File: config.mk
export PLATFORM = sky130hd
export DESIGN_NAME = power_gate_ctrl_flat
export DESIGN_NICKNAME = d
export VERILOG_FILES = /design/src/rtl/power_gate_ctrl_pkg.sv /design/src/rtl/power_gate_ctrl_if.sv /design/src/rtl/power_gate_ctrl_stagger.sv /design/src/rtl/power_gate_ctrl.sv /design/src/flat_wrapper.sv
export SDC_FILE = /design/constraint.sdc
export NUM_CORES = 1
export LEC_CHECK = 0
export CAP_MARGIN = 20
export CORE_MARGIN = 4
export CORE_UTILIZATION = 40
export DETAILED_ROUTE_END_ITERATION = 6
export PLACE_DENSITY = 0.73
export SLEW_MARGIN = 10
export SYNTH_ARGS = -nofsm -noshare
export SYNTH_HDL_FRONTEND = slang
export SYNTH_SLANG_ARGS = --single-unit
File: constraint.sdc
create_clock -name clk -period 3.1 [get_ports clk]
set_input_delay 0.465 -clock clk [delete_from_list [all_inputs] [get_ports clk]]
set_output_delay 0.465 -clock clk [all_outputs]
set_load 0.1 [all_outputs]
File: src/rtl/power_gate_ctrl_pkg.sv
// ----------------------------------------------------------------------------
// pg_pkg
// Shared definitions for the power-gate controller slice.
//   - 3-bit state encodings (PG_ST_*) and the matching pg_state_e enum
//   - PG_OFF / PG_ON helper constants (the two stable states)
//   - pg_iso_open(): states in which the isolation clamps are released
// Configuration macro: RETENTION_EN (the RESTORE/SAVE encodings are always
// reserved so pg_state values stay identical across both builds).
// ----------------------------------------------------------------------------
package pg_pkg;

    localparam logic [2:0] PG_ST_OFF     = 3'd0;
    localparam logic [2:0] PG_ST_PWR_UP  = 3'd1;
    localparam logic [2:0] PG_ST_RESTORE = 3'd2;
    localparam logic [2:0] PG_ST_DEISO   = 3'd3;
    localparam logic [2:0] PG_ST_ON      = 3'd4;
    localparam logic [2:0] PG_ST_ISO     = 3'd5;
    localparam logic [2:0] PG_ST_SAVE    = 3'd6;
    localparam logic [2:0] PG_ST_PWR_DN  = 3'd7;

    localparam logic [2:0] PG_OFF = PG_ST_OFF;
    localparam logic [2:0] PG_ON  = PG_ST_ON;

    typedef enum logic [2:0] {
        ST_OFF     = PG_ST_OFF,
        ST_PWR_UP  = PG_ST_PWR_UP,
        ST_RESTORE = PG_ST_RESTORE,
        ST_DEISO   = PG_ST_DEISO,
        ST_ON      = PG_ST_ON,
        ST_ISO     = PG_ST_ISO,
        ST_SAVE    = PG_ST_SAVE,
        ST_PWR_DN  = PG_ST_PWR_DN
    } pg_state_e;

    // Clamps open in DEISO and stay open through ON; every other state clamps.
    function automatic logic pg_iso_open(input pg_state_e s);
        return (s == ST_DEISO) || (s == ST_ON);
    endfunction

endpackage

File: src/rtl/power_gate_ctrl_if.sv
// ----------------------------------------------------------------------------
// power_gate_ctrl_if
// Handshake and switch-control bundle between the system power manager
// (master) and the power-gate controller (slave).
//   pwr_up_req / pwr_down_req : level requests from the power manager
//   pwr_ack                   : 1-cycle completion pulse
//   sw_en_n[N_SW-1:0]         : PMOS header gate drives, 0 = conducting
//   iso_en                    : output isolation clamp enable
//   domain_on                 : domain fully powered and unclamped
//   pg_state                  : controller state (pg_pkg encoding)
//   ret_save / ret_restore    : retention strobes (only with RETENTION_EN)
// Configuration macro: RETENTION_EN adds the retention strobes.
// ----------------------------------------------------------------------------
interface power_gate_ctrl_if #(
    parameter int N_SW = 4
);
    logic            pwr_up_req;
    logic            pwr_down_req;
    logic            pwr_ack;
    logic [N_SW-1:0] sw_en_n;
    logic            iso_en;
    logic            domain_on;
    logic [2:0]      pg_state;
`ifdef RETENTION_EN
    logic            ret_save;
    logic            ret_restore;
`endif

    modport master (
        output pwr_up_req, pwr_down_req,
        input  pwr_ack, sw_en_n, iso_en, domain_on, pg_state
`ifdef RETENTION_EN
        , input ret_save, ret_restore
`endif
    );

    modport slave (
        input  pwr_up_req, pwr_down_req,
        output pwr_ack, sw_en_n, iso_en, domain_on, pg_state
`ifdef RETENTION_EN
        , output ret_save, ret_restore
`endif
    );

endinterface

File: src/rtl/power_gate_ctrl_stagger.sv
// ----------------------------------------------------------------------------
// pg_stagger_seq
// Staggered header-switch enable sequencer. On start it turns on segment 0
// immediately, then one more segment every STAGGER cycles. STAGGER cycles
// after the last segment it raises done for one cycle. off switches every
// segment off at once.
// Ports:
//   clk, rst  : clock, asynchronous active-high reset
//   start     : begin a power-up sequence (takes effect at this edge)
//   off       : open all switches (takes priority over start)
//   sw_en_n   : registered PMOS gate drives, 0 = conducting
//   done      : high in the cycle the final STAGGER interval expires
// Configuration macro: none.
// ----------------------------------------------------------------------------
module pg_stagger_seq
    import pg_pkg::*;
#(
    parameter int N_SW    = 4,
    parameter int STAGGER = 3
) (
    input  logic            clk,
    input  logic            rst,
    input  logic            start,
    input  logic            off,
    output logic [N_SW-1:0] sw_en_n,
    output logic            done
);

    localparam int CNT_W = $clog2(STAGGER + 1);
    localparam int SEG_W = $clog2(N_SW + 1);

    localparam logic [CNT_W-1:0] CNT_LAST = CNT_W'(STAGGER - 1);
    localparam logic [SEG_W-1:0] SEG_ALL  = SEG_W'(N_SW);
    localparam logic [N_SW-1:0]  ALL_OFF  = '1;
    localparam logic [N_SW-1:0]  SEG_BIT0 = N_SW'(1);

    logic             active;
    logic [CNT_W-1:0] cnt;
    // Number of segments already conducting; also the index of the next one.
    logic [SEG_W-1:0] seg;
    logic             at_last;

    assign at_last = (cnt == CNT_LAST);
    assign done    = active && at_last && (seg == SEG_ALL);

    // Segment 0 is enabled on the start edge itself, so seg begins at 1.
    // cnt counts 0..STAGGER-1 and seg stops at N_SW, so neither wraps.
    always_ff @(posedge clk or posedge rst) begin
        if (rst) begin
            sw_en_n <= ALL_OFF;
            active  <= 1'b0;
            cnt     <= '0;
            seg     <= '0;
        end else if (off) begin
            sw_en_n <= ALL_OFF;
            active  <= 1'b0;
            cnt     <= '0;
            seg     <= '0;
        end else if (start) begin
            sw_en_n <= ALL_OFF << 1;
            active  <= 1'b1;
            cnt     <= '0;
            seg     <= SEG_W'(1);
        end else if (active) begin
            if (at_last) begin
                cnt <= '0;
                if (seg == SEG_ALL) begin
                    active <= 1'b0;
                end else begin
                    sw_en_n <= sw_en_n & ~(SEG_BIT0 << seg);
                    seg     <= seg + 1'b1;
                end
            end else begin
                cnt <= cnt + 1'b1;
            end
        end
    end

endmodule

File: src/rtl/power_gate_ctrl.sv
// ----------------------------------------------------------------------------
// power_gate_ctrl
// Power-gating sequencer for one switched domain. Handles the req/ack
// handshake with the system power manager, staggers header-switch turn-on
// to limit inrush, and drives the isolation clamps (plus retention strobes
// when enabled).
// Ports:
//   clk  : clock, rising edge
//   rst  : asynchronous active-high reset, forces OFF immediately
//   pg   : power_gate_ctrl_if.slave (requests in; ack, switch, clamp,
//          status and retention outputs)
// Parameters: N_SW header segments (>=1), STAGGER cycles between enables (>=1)
// Configuration macro: RETENTION_EN inserts RESTORE (power-up) and SAVE
// (power-down) states with their 1-cycle strobes.
// All outputs decode from the state register or sequencer flops.
// ----------------------------------------------------------------------------
module power_gate_ctrl
    import pg_pkg::*;
#(
    parameter int N_SW    = 4,
    parameter int STAGGER = 3
) (
    input  logic              clk,
    input  logic              rst,
    power_gate_ctrl_if.slave  pg
);

    pg_state_e       state;
    pg_state_e       next_state;
    logic            seq_start;
    logic            seq_off;
    logic            seq_done;
    logic [N_SW-1:0] sw_en_n;

    // State register; reset lands straight in OFF without a staggered shutdown.
    always_ff @(posedge clk or posedge rst) begin
        if (rst) begin
            state <= pg_state_e'(PG_OFF);
        end else begin
            state <= next_state;
        end
    end

    // Next-state logic. Requests are only looked at in OFF and ON; a power-down
    // request wins in ON even if power-up is still asserted.
    always_comb begin
        next_state = state;
        case (state)
            ST_OFF: begin
                if (pg.pwr_up_req) begin
                    next_state = ST_PWR_UP;
                end
            end
            ST_PWR_UP: begin
                if (seq_done) begin
`ifdef RETENTION_EN
                    next_state = ST_RESTORE;
`else
                    next_state = ST_DEISO;
`endif
                end
            end
`ifdef RETENTION_EN
            ST_RESTORE: next_state = ST_DEISO;
            ST_SAVE:    next_state = ST_PWR_DN;
`endif
            ST_DEISO:   next_state = ST_ON;
            ST_ON: begin
                if (pg.pwr_down_req) begin
                    next_state = ST_ISO;
                end
            end
            ST_ISO: begin
`ifdef RETENTION_EN
                next_state = ST_SAVE;
`else
                next_state = ST_PWR_DN;
`endif
            end
            ST_PWR_DN:  next_state = ST_OFF;
            default:    next_state = ST_OFF;
        endcase
    end

    // The sequencer acts on the same edge as the state change so that the
    // first segment conducts in the first PWR_UP cycle and all segments open
    // in the first PWR_DN cycle.
    assign seq_start = (state == ST_OFF) && (next_state == ST_PWR_UP);
    assign seq_off   = (next_state == ST_PWR_DN);

    pg_stagger_seq #(
        .N_SW    (N_SW),
        .STAGGER (STAGGER)
    ) u_stagger (
        .clk     (clk),
        .rst     (rst),
        .start   (seq_start),
        .off     (seq_off),
        .sw_en_n (sw_en_n),
        .done    (seq_done)
    );

    assign pg.sw_en_n   = sw_en_n;
    assign pg.iso_en    = ~pg_iso_open(state);
    assign pg.pwr_ack   = (state == ST_DEISO) || (state == ST_PWR_DN);
    assign pg.domain_on = (state == pg_state_e'(PG_ON));
    assign pg.pg_state  = state;
`ifdef RETENTION_EN
    assign pg.ret_save    = (state == ST_SAVE);
    assign pg.ret_restore = (state == ST_RESTORE);
`endif

endmodule

File: src/flat_wrapper.sv
// flat-port wrapper written by rule: the top's interface ports become plain ports
module power_gate_ctrl_flat import pg_pkg::*;
#(
    parameter int N_SW    = 4,
    parameter int STAGGER = 3
)
  (clk, rst, pg_pwr_up_req, pg_pwr_down_req, pg_pwr_ack, pg_sw_en_n, pg_iso_en, pg_domain_on, pg_pg_state);
  power_gate_ctrl_if #(.N_SW(N_SW)) pg_i ();
  input  logic clk;
  input  logic rst;
  input wire logic [$bits(pg_i.pwr_up_req)-1:0] pg_pwr_up_req;
  input wire logic [$bits(pg_i.pwr_down_req)-1:0] pg_pwr_down_req;
  output wire logic [$bits(pg_i.pwr_ack)-1:0] pg_pwr_ack;
  output wire logic [$bits(pg_i.sw_en_n)-1:0] pg_sw_en_n;
  output wire logic [$bits(pg_i.iso_en)-1:0] pg_iso_en;
  output wire logic [$bits(pg_i.domain_on)-1:0] pg_domain_on;
  output wire logic [$bits(pg_i.pg_state)-1:0] pg_pg_state;
  assign pg_i.pwr_up_req = pg_pwr_up_req;
  assign pg_i.pwr_down_req = pg_pwr_down_req;
  assign pg_pwr_ack = pg_i.pwr_ack;
  assign pg_sw_en_n = pg_i.sw_en_n;
  assign pg_iso_en = pg_i.iso_en;
  assign pg_domain_on = pg_i.domain_on;
  assign pg_pg_state = pg_i.pg_state;
  power_gate_ctrl #(.N_SW(N_SW), .STAGGER(STAGGER)) u_core (.clk(clk), .rst(rst), .pg(pg_i));
endmodule
==> qor.txt <==
hpwl dp = 1030 um
drt total wl = 1400 um
status = finished clean
library cells used by synthesis = 28
Root Buffer = clkbuf_4
CP arrival = 1.51 ns
Vias = 586
clock slew at reported path FFs = 0.10 ns
number of routed nets with antenna violations = 0
htree depth = 1
fmax = 0.507 GHz
Chip Height = 51.1 um
worst skew pair latency = 0.29 ns
Via density = 5.10
Core Box Area = 0.00175 mm2
Synth Instances = 75
# rows = 15
layout cell share with drive strength beyond 1 = 0.278
CTS tree = built
number of port buffers = 13
GRT Overall Usage = 0.131
fin crit period = 1.97 ns
# hold bufs at CTS = 0
Top FF cell, synth = dfrtp_1
vias in the first global route = 579
Initial Utilization = 0.425
Avg WL per Cell = 12.2 um
cell accounting for the most synthesized area = dfrtp_1
Crit. End Element = output pin
RSZ-0062 raised after global routing = false
Inserted Clock Buffers = 3
worst slew pin tran = 0.486 ns
die footprint = 0.00261 mm2
Cell Area, Synth = 742 um2
Ys Warns = 0
Rel. slew slack = 0.676
first-pass GRT wire length = 2500 um
HP Class = in -> async
Area Overhead vs Synth = 21.8%
Max-Cap Viols = 0
sequential fraction of the synthesis area = 0.445
Die Wd = 51.1 um
gr ovfl total = 0
Final nets = 100
final cycle utilization of the critical path = 0.636
DR iter-0 viols = 4
CP startpoint kind = flop
EDFF count, synth = 0
PostCTS Resize Cnt = 0
CTS Sinks = 13
worst endpoint required time = 2.63 ns
clock skew = 0.0136 ns
diode count = 0
Post-synth ARST share = 1.00
Initial DRT Pass Iterations = 4
final slew viol count = 0
leading post-synthesis cells by cell area = dfrtp_1 (30%), dfstp_2 (14%), ha_1 (8.4%), a21oi_1 (4.7%), inv_1 (3.5%)
Fin Setup TNS = 0 ns
Setup Fix Bufs, Post-CTS = 0
CTS max path bufs = 2
Max FO, Critical Path = 9
endpoints failing setup = 0
area share of the leading cell type in the synthesized netlist = 0.304
Final Hold Viols = 0
RD Place Congestion = 0.768
Crit Path Category = reg -> out
Syn Nets = 84
Yosys reg bits = 13
largest net degree at the start of global routing = 14
initial antenna violation count = 0
I/O pin total = 14
DRC = 0
syn avg cell area = 9.89 um2
[state kept, by name, summed over array words and instances, names as in the netlist]
name,count
u_core.u_stagger.seg,3
u_core.u_stagger.cnt,2
u_core.pg.pg_state,3
u_core.u_stagger.active,1
u_core.u_stagger.sw_en_n,4
[layout make-up]
| class | instances | area (um2) |
|---|---|---|
| clock buffers | 3 | 22.5 |
| clock inverters | 1 | 5.00 |
| fillers | 179 | 842 |
| inverters | 7 | 26.3 |
| multi-input cells | 53 | 383 |
| flip-flops and latches | 13 | 330 |
| well taps | 25 | 31.3 |
| repair buffers | 13 | 105 |
[placed cells by master (no fill, tap or decap), drive strengths merged]
cell / synthesis / final
a21oi: 8 / 8
nor2b: 1 / 1
nand4b: 1 / 1
clkdlybuf4s50: 0 / 3
a32oi: 1 / 1
and3b: 1 / 1
dfrtp: 9 / 9
and4bb: 1 / 1
nor2: 5 / 5
nand3: 4 / 4
dfstp: 4 / 4
a21o: 3 / 3
o21ai: 4 / 4
nand2b: 1 / 1
or3b: 1 / 1
clkinv: 0 / 1
or2b: 1 / 1
a311oi: 1 / 1
clkbuf: 1 / 3
nor3b: 3 / 3
inv: 7 / 7
a2bb2oi: 1 / 1
and2: 1 / 1
nand3b: 2 / 2
buf: 1 / 10
nand2: 6 / 6
ha: 5 / 5
or3: 1 / 1
a2111oi: 1 / 1
[cell usage after synthesis, drive strengths merged (2+ instances only)]
| cell | count |
|---|---|
| inv | 7 |
| nand3b | 2 |
| ha | 5 |
| nor2 | 5 |
| a21o | 3 |
| nand3 | 4 |
| nor3b | 3 |
| a21oi | 8 |
| nand2 | 6 |
| dfrtp | 9 |
| dfstp | 4 |
| o21ai | 4 |
[metrics by stage]
stage | util | instances | hold WS (ns) | area (um2) | worst slack (ns)
after floorplan | - | 75 | 0.339 | 752 | 0.330
after global placement | 0.502 | 111 | 0.499 | 876 | 1.34
after detailed placement | 0.502 | 111 | 0.504 | 876 | 1.33
after CTS | 0.518 | 115 | 0.510 | 903 | 1.12
after global routing | 0.518 | 115 | 0.531 | 903 | 1.05
final | 0.518 | 115 | 0.484 | 903 | 1.13
[path summary, 6_finish.rpt]
check | start | depth (start not counted) | slack [ns] | endpoint
min reg2reg | u_core.u_stagger.sw_en_n[1] | 1 | 0.51 | u_core.u_stagger.sw_en_n[1]
max reg2reg | u_core.pg.pg_state[0] | 3 | 1.72 | u_core.u_stagger.seg[2]
min | rst | 2 | 0.48 | u_core.u_stagger.cnt[0]
min in group clk | u_core.u_stagger.sw_en_n[1] | 1 | 0.51 | u_core.u_stagger.sw_en_n[1]
max in group asynchronous | rst | 2 | 2.25 | u_core.u_stagger.sw_en_n[0]
max | u_core.pg.pg_state[1] | 3 | 1.13 | pg_domain_on
[metal layers]
layer / vias to the layer above / part of all wire / GRT usage
li1: 294 / - / -
met4: 0 / 0.039 / 0.108
met3: 5 / 0.023 / 0.0204
met2: 8 / 0.45 / 0.187
met5: - / 0 / 0
met1: 279 / 0.49 / 0.172
[logic make-up after synthesis]
kind of cell | Yosys count | synth area share
AOI/OAI and AO/OA | 19 | 0.182
adders and majority gates | 5 | 0.0843
buffers and inverters | 9 | 0.0523
DFF | 13 | 0.445
and+or+nand+nor | 29 | 0.236
[worst max-delay path, cell delays in order, from the launching register on]
cell and delay, ns:
dfrtp_1 0.49, or2b_1 0.32, nor2_4 0.11, buf_4 0.30
Power is not shown: default switching activity piles up to over one toggle a cycle in this logic, so the estimate is an artifact.
